<file path="src/rtl/sound_player_if.sv">
// Sound interface between the animation block and the buzzer back end.
// Latency: n/a (wires only).
// Backpressure: none; play is a fire-and-forget strobe, outputs are levels/pulses.
//
// Signals:
//   play        strobe from animation block: sample code_sound this cycle
//   code_sound  00 stop, 10 ping, 01 pong, 11 go
//   mute        level: silence the buzzer without disturbing timing
//   buzzer      square-wave speaker drive
//   busy        high while a tone or inter-note gap is in progress
//   done        one-cycle pulse when a sequence completes naturally
interface sound_player_if;
    logic       play;
    logic [1:0] code_sound;
    logic       mute;
    logic       buzzer;
    logic       busy;
    logic       done;

    modport master (output play, code_sound, mute, input buzzer, busy, done);
    modport slave  (input play, code_sound, mute, output buzzer, busy, done);
endinterface

</file>
<file path="src/rtl/sound_player.sv">
// Renders a latched sound code (stop/ping/pong/go) as a square-wave tone burst.
// Latency: state/busy follow the play strobe by one clock; buzzer lags phase by one clock.
// Backpressure: none; a new play always restarts (or stops) whatever is in progress.
//
// Ports: clk (system clock), clr (async active-low reset),
//        bus (sound_player_if.slave: play, code_sound, mute in; buzzer, busy, done out)
module sound_player #(
    parameter int PING_HALF = 25000,
    parameter int PONG_HALF = 50000,
    parameter int TONE_LEN  = 5000000,
    parameter int GAP_LEN   = 1250000,
    parameter int HW        = 17,
    parameter int LW        = 24
) (
    input  logic           clk,
    input  logic           clr,
    sound_player_if.slave  bus
);

    typedef enum logic [1:0] {IDLE, TONE, GAP} state_t;

    localparam logic [HW-1:0] PING_H   = HW'(PING_HALF);
    localparam logic [HW-1:0] PONG_H   = HW'(PONG_HALF);
    localparam logic [LW-1:0] TONE_END = LW'(TONE_LEN - 1);
    localparam logic [LW-1:0] GAP_END  = LW'(GAP_LEN - 1);

    localparam logic [1:0] CODE_STOP = 2'b00;
    localparam logic [1:0] CODE_PING = 2'b10;
    localparam logic [1:0] CODE_PONG = 2'b01;

    state_t        state, state_n;
    logic [1:0]    note, note_n;       // position within the go sequence
    logic          go, go_n;           // current burst is the three-note sequence
    logic [HW-1:0] half, half_n;
    logic [HW-1:0] hcnt, hcnt_n;
    logic [LW-1:0] dcnt, dcnt_n;
    logic          phase, phase_n;
    logic          buzzer_n, busy_n, done_n;

    always_ff @(posedge clk or negedge clr) begin
        if (!clr) begin
            state      <= IDLE;
            note       <= 2'd0;
            go         <= 1'b0;
            half       <= '0;
            hcnt       <= '0;
            dcnt       <= '0;
            phase      <= 1'b0;
            bus.buzzer <= 1'b0;
            bus.busy   <= 1'b0;
            bus.done   <= 1'b0;
        end else begin
            state      <= state_n;
            note       <= note_n;
            go         <= go_n;
            half       <= half_n;
            hcnt       <= hcnt_n;
            dcnt       <= dcnt_n;
            phase      <= phase_n;
            bus.buzzer <= buzzer_n;
            bus.busy   <= busy_n;
            bus.done   <= done_n;
        end
    end

    always_comb begin
        state_n = state;
        note_n  = note;
        go_n    = go;
        half_n  = half;
        hcnt_n  = hcnt;
        dcnt_n  = dcnt;
        phase_n = phase;
        done_n  = 1'b0;

        if (bus.play) begin
            // Any strobe aborts the current burst without a done pulse.
            note_n  = 2'd0;
            hcnt_n  = '0;
            dcnt_n  = '0;
            phase_n = 1'b0;
            go_n    = 1'b0;
            case (bus.code_sound)
                CODE_STOP: state_n = IDLE;
                CODE_PING: begin state_n = TONE; half_n = PING_H; end
                CODE_PONG: begin state_n = TONE; half_n = PONG_H; end
                default:   begin state_n = TONE; half_n = PING_H; go_n = 1'b1; end
            endcase
        end else begin
            case (state)
                TONE: begin
                    if (dcnt == TONE_END) begin
                        dcnt_n  = '0;
                        hcnt_n  = '0;
                        phase_n = 1'b0;
                        if (go && note != 2'd2) begin
                            state_n = GAP;
                            note_n  = note + 2'd1;
                        end else begin
                            state_n = IDLE;
                            go_n    = 1'b0;
                            done_n  = 1'b1;
                        end
                    end else begin
                        dcnt_n = dcnt + 1'b1;
                        if (hcnt == half - 1'b1) begin
                            hcnt_n  = '0;
                            phase_n = ~phase;
                        end else begin
                            hcnt_n = hcnt + 1'b1;
                        end
                    end
                end
                GAP: begin
                    if (dcnt == GAP_END) begin
                        dcnt_n  = '0;
                        hcnt_n  = '0;
                        phase_n = 1'b0;
                        state_n = TONE;
                        // Go sequence is ping, pong, ping: only the middle note is pong.
                        half_n  = (note == 2'd1) ? PONG_H : PING_H;
                    end else begin
                        dcnt_n = dcnt + 1'b1;
                    end
                end
                default: ;
            endcase
        end

        // Uses the current phase (one-cycle lag) but the next state, so the pin
        // drops in the same cycle the tone ends rather than one cycle later.
        buzzer_n = phase & ~bus.mute & (state_n == TONE);
        busy_n   = (state_n != IDLE);
    end

endmodule

</file>
<file path="src/flat_wrapper.sv">
// flat-port wrapper written by rule: the top's interface ports become plain ports
module sound_player_flat 
#(
    parameter int PING_HALF = 25000,
    parameter int PONG_HALF = 50000,
    parameter int TONE_LEN  = 5000000,
    parameter int GAP_LEN   = 1250000,
    parameter int HW        = 17,
    parameter int LW        = 24
)
  (clk, clr, bus_play, bus_code_sound, bus_mute, bus_buzzer, bus_busy, bus_done);
  sound_player_if bus_i ();
  input  logic clk;
  input  logic clr;
  input wire logic [$bits(bus_i.play)-1:0] bus_play;
  input wire logic [$bits(bus_i.code_sound)-1:0] bus_code_sound;
  input wire logic [$bits(bus_i.mute)-1:0] bus_mute;
  output wire logic [$bits(bus_i.buzzer)-1:0] bus_buzzer;
  output wire logic [$bits(bus_i.busy)-1:0] bus_busy;
  output wire logic [$bits(bus_i.done)-1:0] bus_done;
  assign bus_i.play = bus_play;
  assign bus_i.code_sound = bus_code_sound;
  assign bus_i.mute = bus_mute;
  assign bus_buzzer = bus_i.buzzer;
  assign bus_busy = bus_i.busy;
  assign bus_done = bus_i.done;
  sound_player #(.PING_HALF(PING_HALF), .PONG_HALF(PONG_HALF), .TONE_LEN(TONE_LEN), .GAP_LEN(GAP_LEN), .HW(HW), .LW(LW)) u_core (.clk(clk), .clr(clr), .bus(bus_i));
endmodule
</file>
<file path="config.mk">
export PLATFORM = sky130hd
export DESIGN_NAME = sound_player_flat
export DESIGN_NICKNAME = d
export VERILOG_FILES = /design/src/rtl/sound_player_if.sv /design/src/rtl/sound_player.sv /design/src/flat_wrapper.sv
export SDC_FILE = /design/constraint.sdc
export NUM_CORES = 1
export LEC_CHECK = 0
export CORE_MARGIN = 2
export CORE_UTILIZATION = 53
export CTS_CLUSTER_DIAMETER = 80
export CTS_CLUSTER_SIZE = 24
export DETAILED_ROUTE_END_ITERATION = 16
export HOLD_SLACK_MARGIN = 0.12
export PLACE_DENSITY = 0.69
export SLEW_MARGIN = 20
export SYNTH_ARGS = -nofsm -noshare
export SYNTH_HDL_FRONTEND = slang
export SYNTH_SLANG_ARGS = --single-unit
export TNS_END_PERCENT = 30
</file>
<file path="constraint.sdc">
create_clock -name clk -period 5.9 [get_ports clk]
set_input_delay 1.18 -clock clk [delete_from_list [all_inputs] [get_ports clk]]
set_output_delay 1.18 -clock clk [all_outputs]
set_load 0.02 [all_outputs]
</file>
==> flow_metrics.py <==
metrics = {
    "synthesis": {
        "yosysWarningCount": 0,
        "post_synthesis_cell_count": 385,
        "synth_common_cells": "sky130_fd_sc_hd__dfrtp_1 (53), sky130_fd_sc_hd__nor2_1 (33), sky130_fd_sc_hd__nand2_1 (31)",
        "synthesis.nets": 401,
        "yosys-top-cells-area": "sky130_fd_sc_hd__dfrtp_1 (39%), sky130_fd_sc_hd__o21ai_0 (4.1%), sky130_fd_sc_hd__xnor2_1 (4.1%)",
        "synthesis.area_per_instance_um2": 8.888,
        "ys_seq_area_frac": 0.3876,
        "number_of_synthesized_register_bits": 53,
        "synthesis.area_um2": 3422,
        "count_leader_synth": "sky130_fd_sc_hd__dfrtp_1",
        "async_flop_share": 1.000,
        "ys_dominant_reg_cell": "sky130_fd_sc_hd__dfrtp_1",
        "post-synth-top-area-fraction": 0.3876,
        "number_of_enable_flip_flop_cells_after_synthesis": 0,
        "synthDistinctLibCells": 61,
        "yosys.area.top_type": "sky130_fd_sc_hd__dfrtp_1",
    },
    "finish": {
        "diodes": 0,
        "finalNetCount": 400,
        "final_util": 0.5753,
        "drive_gt1_frac": 0.08312,
        "synth_to_layout_area_growth_pct": 6.142,
    },
    "critical_path": {
        "cp-startpoint": "bus_play",
        "reg2reg_setup_slack_ns": 2.91,
        "critPathCapture": "u_core.hcnt[15]",
        "worst_r2r_path_depth": 5,
        "rr_startpoint": "u_core.dcnt[13]",
        "crit_fanout": 23,
        "critPathLaunchType": "primary input",
        "timing.critical_path.arrival_ns": 3.69,
        "setup_crit_path_kind": "primary input to register",
        "worst_setup_path_end_kind": "register",
        "crit-reg2reg-capture": "u_core.hcnt[15]",
        "data_required_time_at_the_worst_endpoint_ns": 6.06,
    },
    "placed_design": {
        "gp_congestion": 0.8831,
        "place.port_buffers": 8,
        "place_worst_setup_slack_ns": 2.018,
        "post-dp-hpwl_mm": 5.353,
    },
    "die": {
        "design.portCount": 9,
        "die_width_um": 84.36,
        "core_box_area_um2": 6314,
        "fp.dieH_um": 84.36,
        "initial_standard_cell_utilization_of_the_core": 0.5420,
        "fp.dieArea_um2": 7116,
        "placementRows": 29,
    },
    "power_and_ir_drop": {
        "pwr-share-seq": 0.545,
        "sw_frac_of_total": 0.2760,
        "power_mw": 0.7236,
        "internal_power_mw": 0.5238,
        "power.density_nw_per_um2": 199.2,
        "worst_ir_drop_on_vdd_uv": 130.1,
        "power.switching_mw": 0.1997,
        "clock_power_share": 0.315,
        "power_frac_comb": 0.141,
        "cellLeakagePower_nw": 1.488,
    },
    "cts": {
        "cts.sinks": 53,
        "resize_count_post_cts": 0,
        "post-cts-setup-buffer-count": 0,
        "clock_transition_at_the_register_clock_pins_on_the_worst_setup_and_hold_paths_after_cts_ns": 0.10,
        "ctsRootBufferMaster": "sky130_fd_sc_hd__clkbuf_8",
        "cts-buffers-inserted": 5,
        "clock_network_latency_to_the_later_pin_of_the_worst_skew_pair_ns": 0.31,
        "cts_htree_levels": 2,
        "worst_case_clock_buffer_depth": 2,
        "tritoncts_clock_tree": "done",
        "post_cts_hold_buffer_count": 0,
    },
    "timing": {
        "maxClockFrequency_ghz": 0.2828,
        "totalNegativeSetupSlack_ns": 0,
        "final_period_minus_worst_setup_slack_ns": 3.536,
        "timing_worst_slew_pin_value_ns": 0.9753,
        "maximum_clock_skew_at_final_layout_ns": 0.008651,
        "finalWorstSetupSlack_ns": 2.364,
        "worst_slew_margin_rel": 0.3459,
        "min_period_over_period": 0.5994,
        "rsz0062_at_grt": "false",
        "report.final.setup_viol": 0,
        "total_count_of_max_transition_violations_in_the_final_report": 0,
        "report.final.hold_viol_count": 0,
        "fin_hold_ws_ns": 0.5105,
    },
    "global_routing": {
        "grt_max_degree": 54,
        "grt-ovfl-total": 0,
        "antenna_found_initial": 0,
        "grt.total_usage": 0.2224,
        "grt_first_pass_wirelength_mm": 12.99,
        "via_count_of_the_first_global_routing_pass": 2733,
    },
    "routing": {
        "remaining_drc_errors": 0,
        "wl_per_cell_um": 16.35,
        "drt-vias-per-instance": 6.193,
        "vias": 2861,
        "routed_wl_mm": 7.555,
        "antenna_left": 0,
        "drtIter0Drc": 165,
        "detailedRoute.firstPassIterationCount": 4,
    },
    "flow_run": {
        "max_cap_viol_count": 0,
    },
    "run_status": {
        "outcome": "complete, no violations",
    },
    "min_path": {
        "worstHoldPathType": "register to register",
    },
}
cell families after synthesis:
logic type	after synthesis	share of synthesized area
AOI/OAI and AO/OA	75	0.1430
xor gates and xnor gates	25	0.06399
adders and majority gates	10	0.03656
buffers and inverters	32	0.04058
DFF	53	0.3876
muxes	6	0.01865
and+or+nand+nor	184	0.3097
stage by stage:
stage	area, um2	instances
final	3632	462
after global placement	3531	454
after detailed placement	3531	454
after CTS	3632	462
after global routing	3632	462
after floorplan	3422	385
state kept, by name, summed over array words and instances (netlist names):
signal / flops
u_core.state: 2
u_core.bus.buzzer: 1
u_core.half: 3
u_core.note: 2
u_core.phase: 1
u_core.bus.busy: 1
u_core.hcnt: 17
u_core.bus.done: 1
u_core.dcnt: 24
u_core.go: 1
per-layer routing:
metal  part of all wire  up-vias  track usage
met5                  0        -            0
met2               0.49       58       0.3680
met1               0.47     1401       0.3061
met3              0.029        8      0.03048
li1                   -     1394            -
met4              0.011        0      0.06638
cells in the final DEF, fill, tap and decap left out, types with 7 or more instances in the layout:
| cell | instances |
|---|---|
| sky130_fd_sc_hd__dfrtp_1 | 53 |
| sky130_fd_sc_hd__nor2_1 | 33 |
| sky130_fd_sc_hd__nand2_1 | 31 |
| sky130_fd_sc_hd__o21ai_0 | 28 |
| sky130_fd_sc_hd__nand3_1 | 24 |
| sky130_fd_sc_hd__nor3_1 | 20 |
| sky130_fd_sc_hd__xnor2_1 | 16 |
| sky130_fd_sc_hd__inv_1 | 13 |
| sky130_fd_sc_hd__a21oi_1 | 13 |
| sky130_fd_sc_hd__nand4_1 | 10 |
| sky130_fd_sc_hd__ha_1 | 10 |
| sky130_fd_sc_hd__xor2_1 | 9 |
| sky130_fd_sc_hd__or3_1 | 8 |
| sky130_fd_sc_hd__nor2b_1 | 7 |
| sky130_fd_sc_hd__and3_1 | 7 |
| sky130_fd_sc_hd__clkbuf_8 | 7 |
| sky130_fd_sc_hd__clkdlybuf4s50_1 | 7 |
cell type report:
type	instances	area, um2
Clock buffer	7	96.34
Multi-Input combinational cell	300	1962
Sequential cell	53	1326
Tap cell	77	96.34
Inverter	13	48.80
Timing Repair Buffer	11	97.59
Fill cell	580	2681
Clock inverter	1	5.005
how the worst min path moves through the flow:
stage | from | end | slack [ns] | depth (start not counted)
finish | u_core.go | u_core.go | 0.51 | 1
global route | u_core.go | u_core.go | 0.54 | 1
CTS | u_core.go | u_core.go | 0.52 | 1
detailed placement | u_core.go | u_core.go | 0.49 | 1
global placement | u_core.go | u_core.go | 0.49 | 1
floorplan | u_core.go | u_core.go | 0.47 | 1
power by group through the flow:
stage               clock (mW)  combinational [mW]  sequential (mW)
floorplan                    0              0.0747            0.396
global placement             0               0.100            0.401
detailed placement           0               0.102            0.401
CTS                      0.233               0.103            0.394
global route             0.248               0.116            0.397
finish                   0.228               0.102            0.394
worst max-delay path: stages:
cell and delay [ns]:
sky130_fd_sc_hd__clkdlybuf4s50_1 0.80, sky130_fd_sc_hd__or3_1 0.41, sky130_fd_sc_hd__nand4_1 0.16, sky130_fd_sc_hd__o21ba_4 0.34
sky130_fd_sc_hd__a21oi_1 0.69, sky130_fd_sc_hd__nor2_1 0.12
Note: power is estimated with default switching activity, not from simulation.
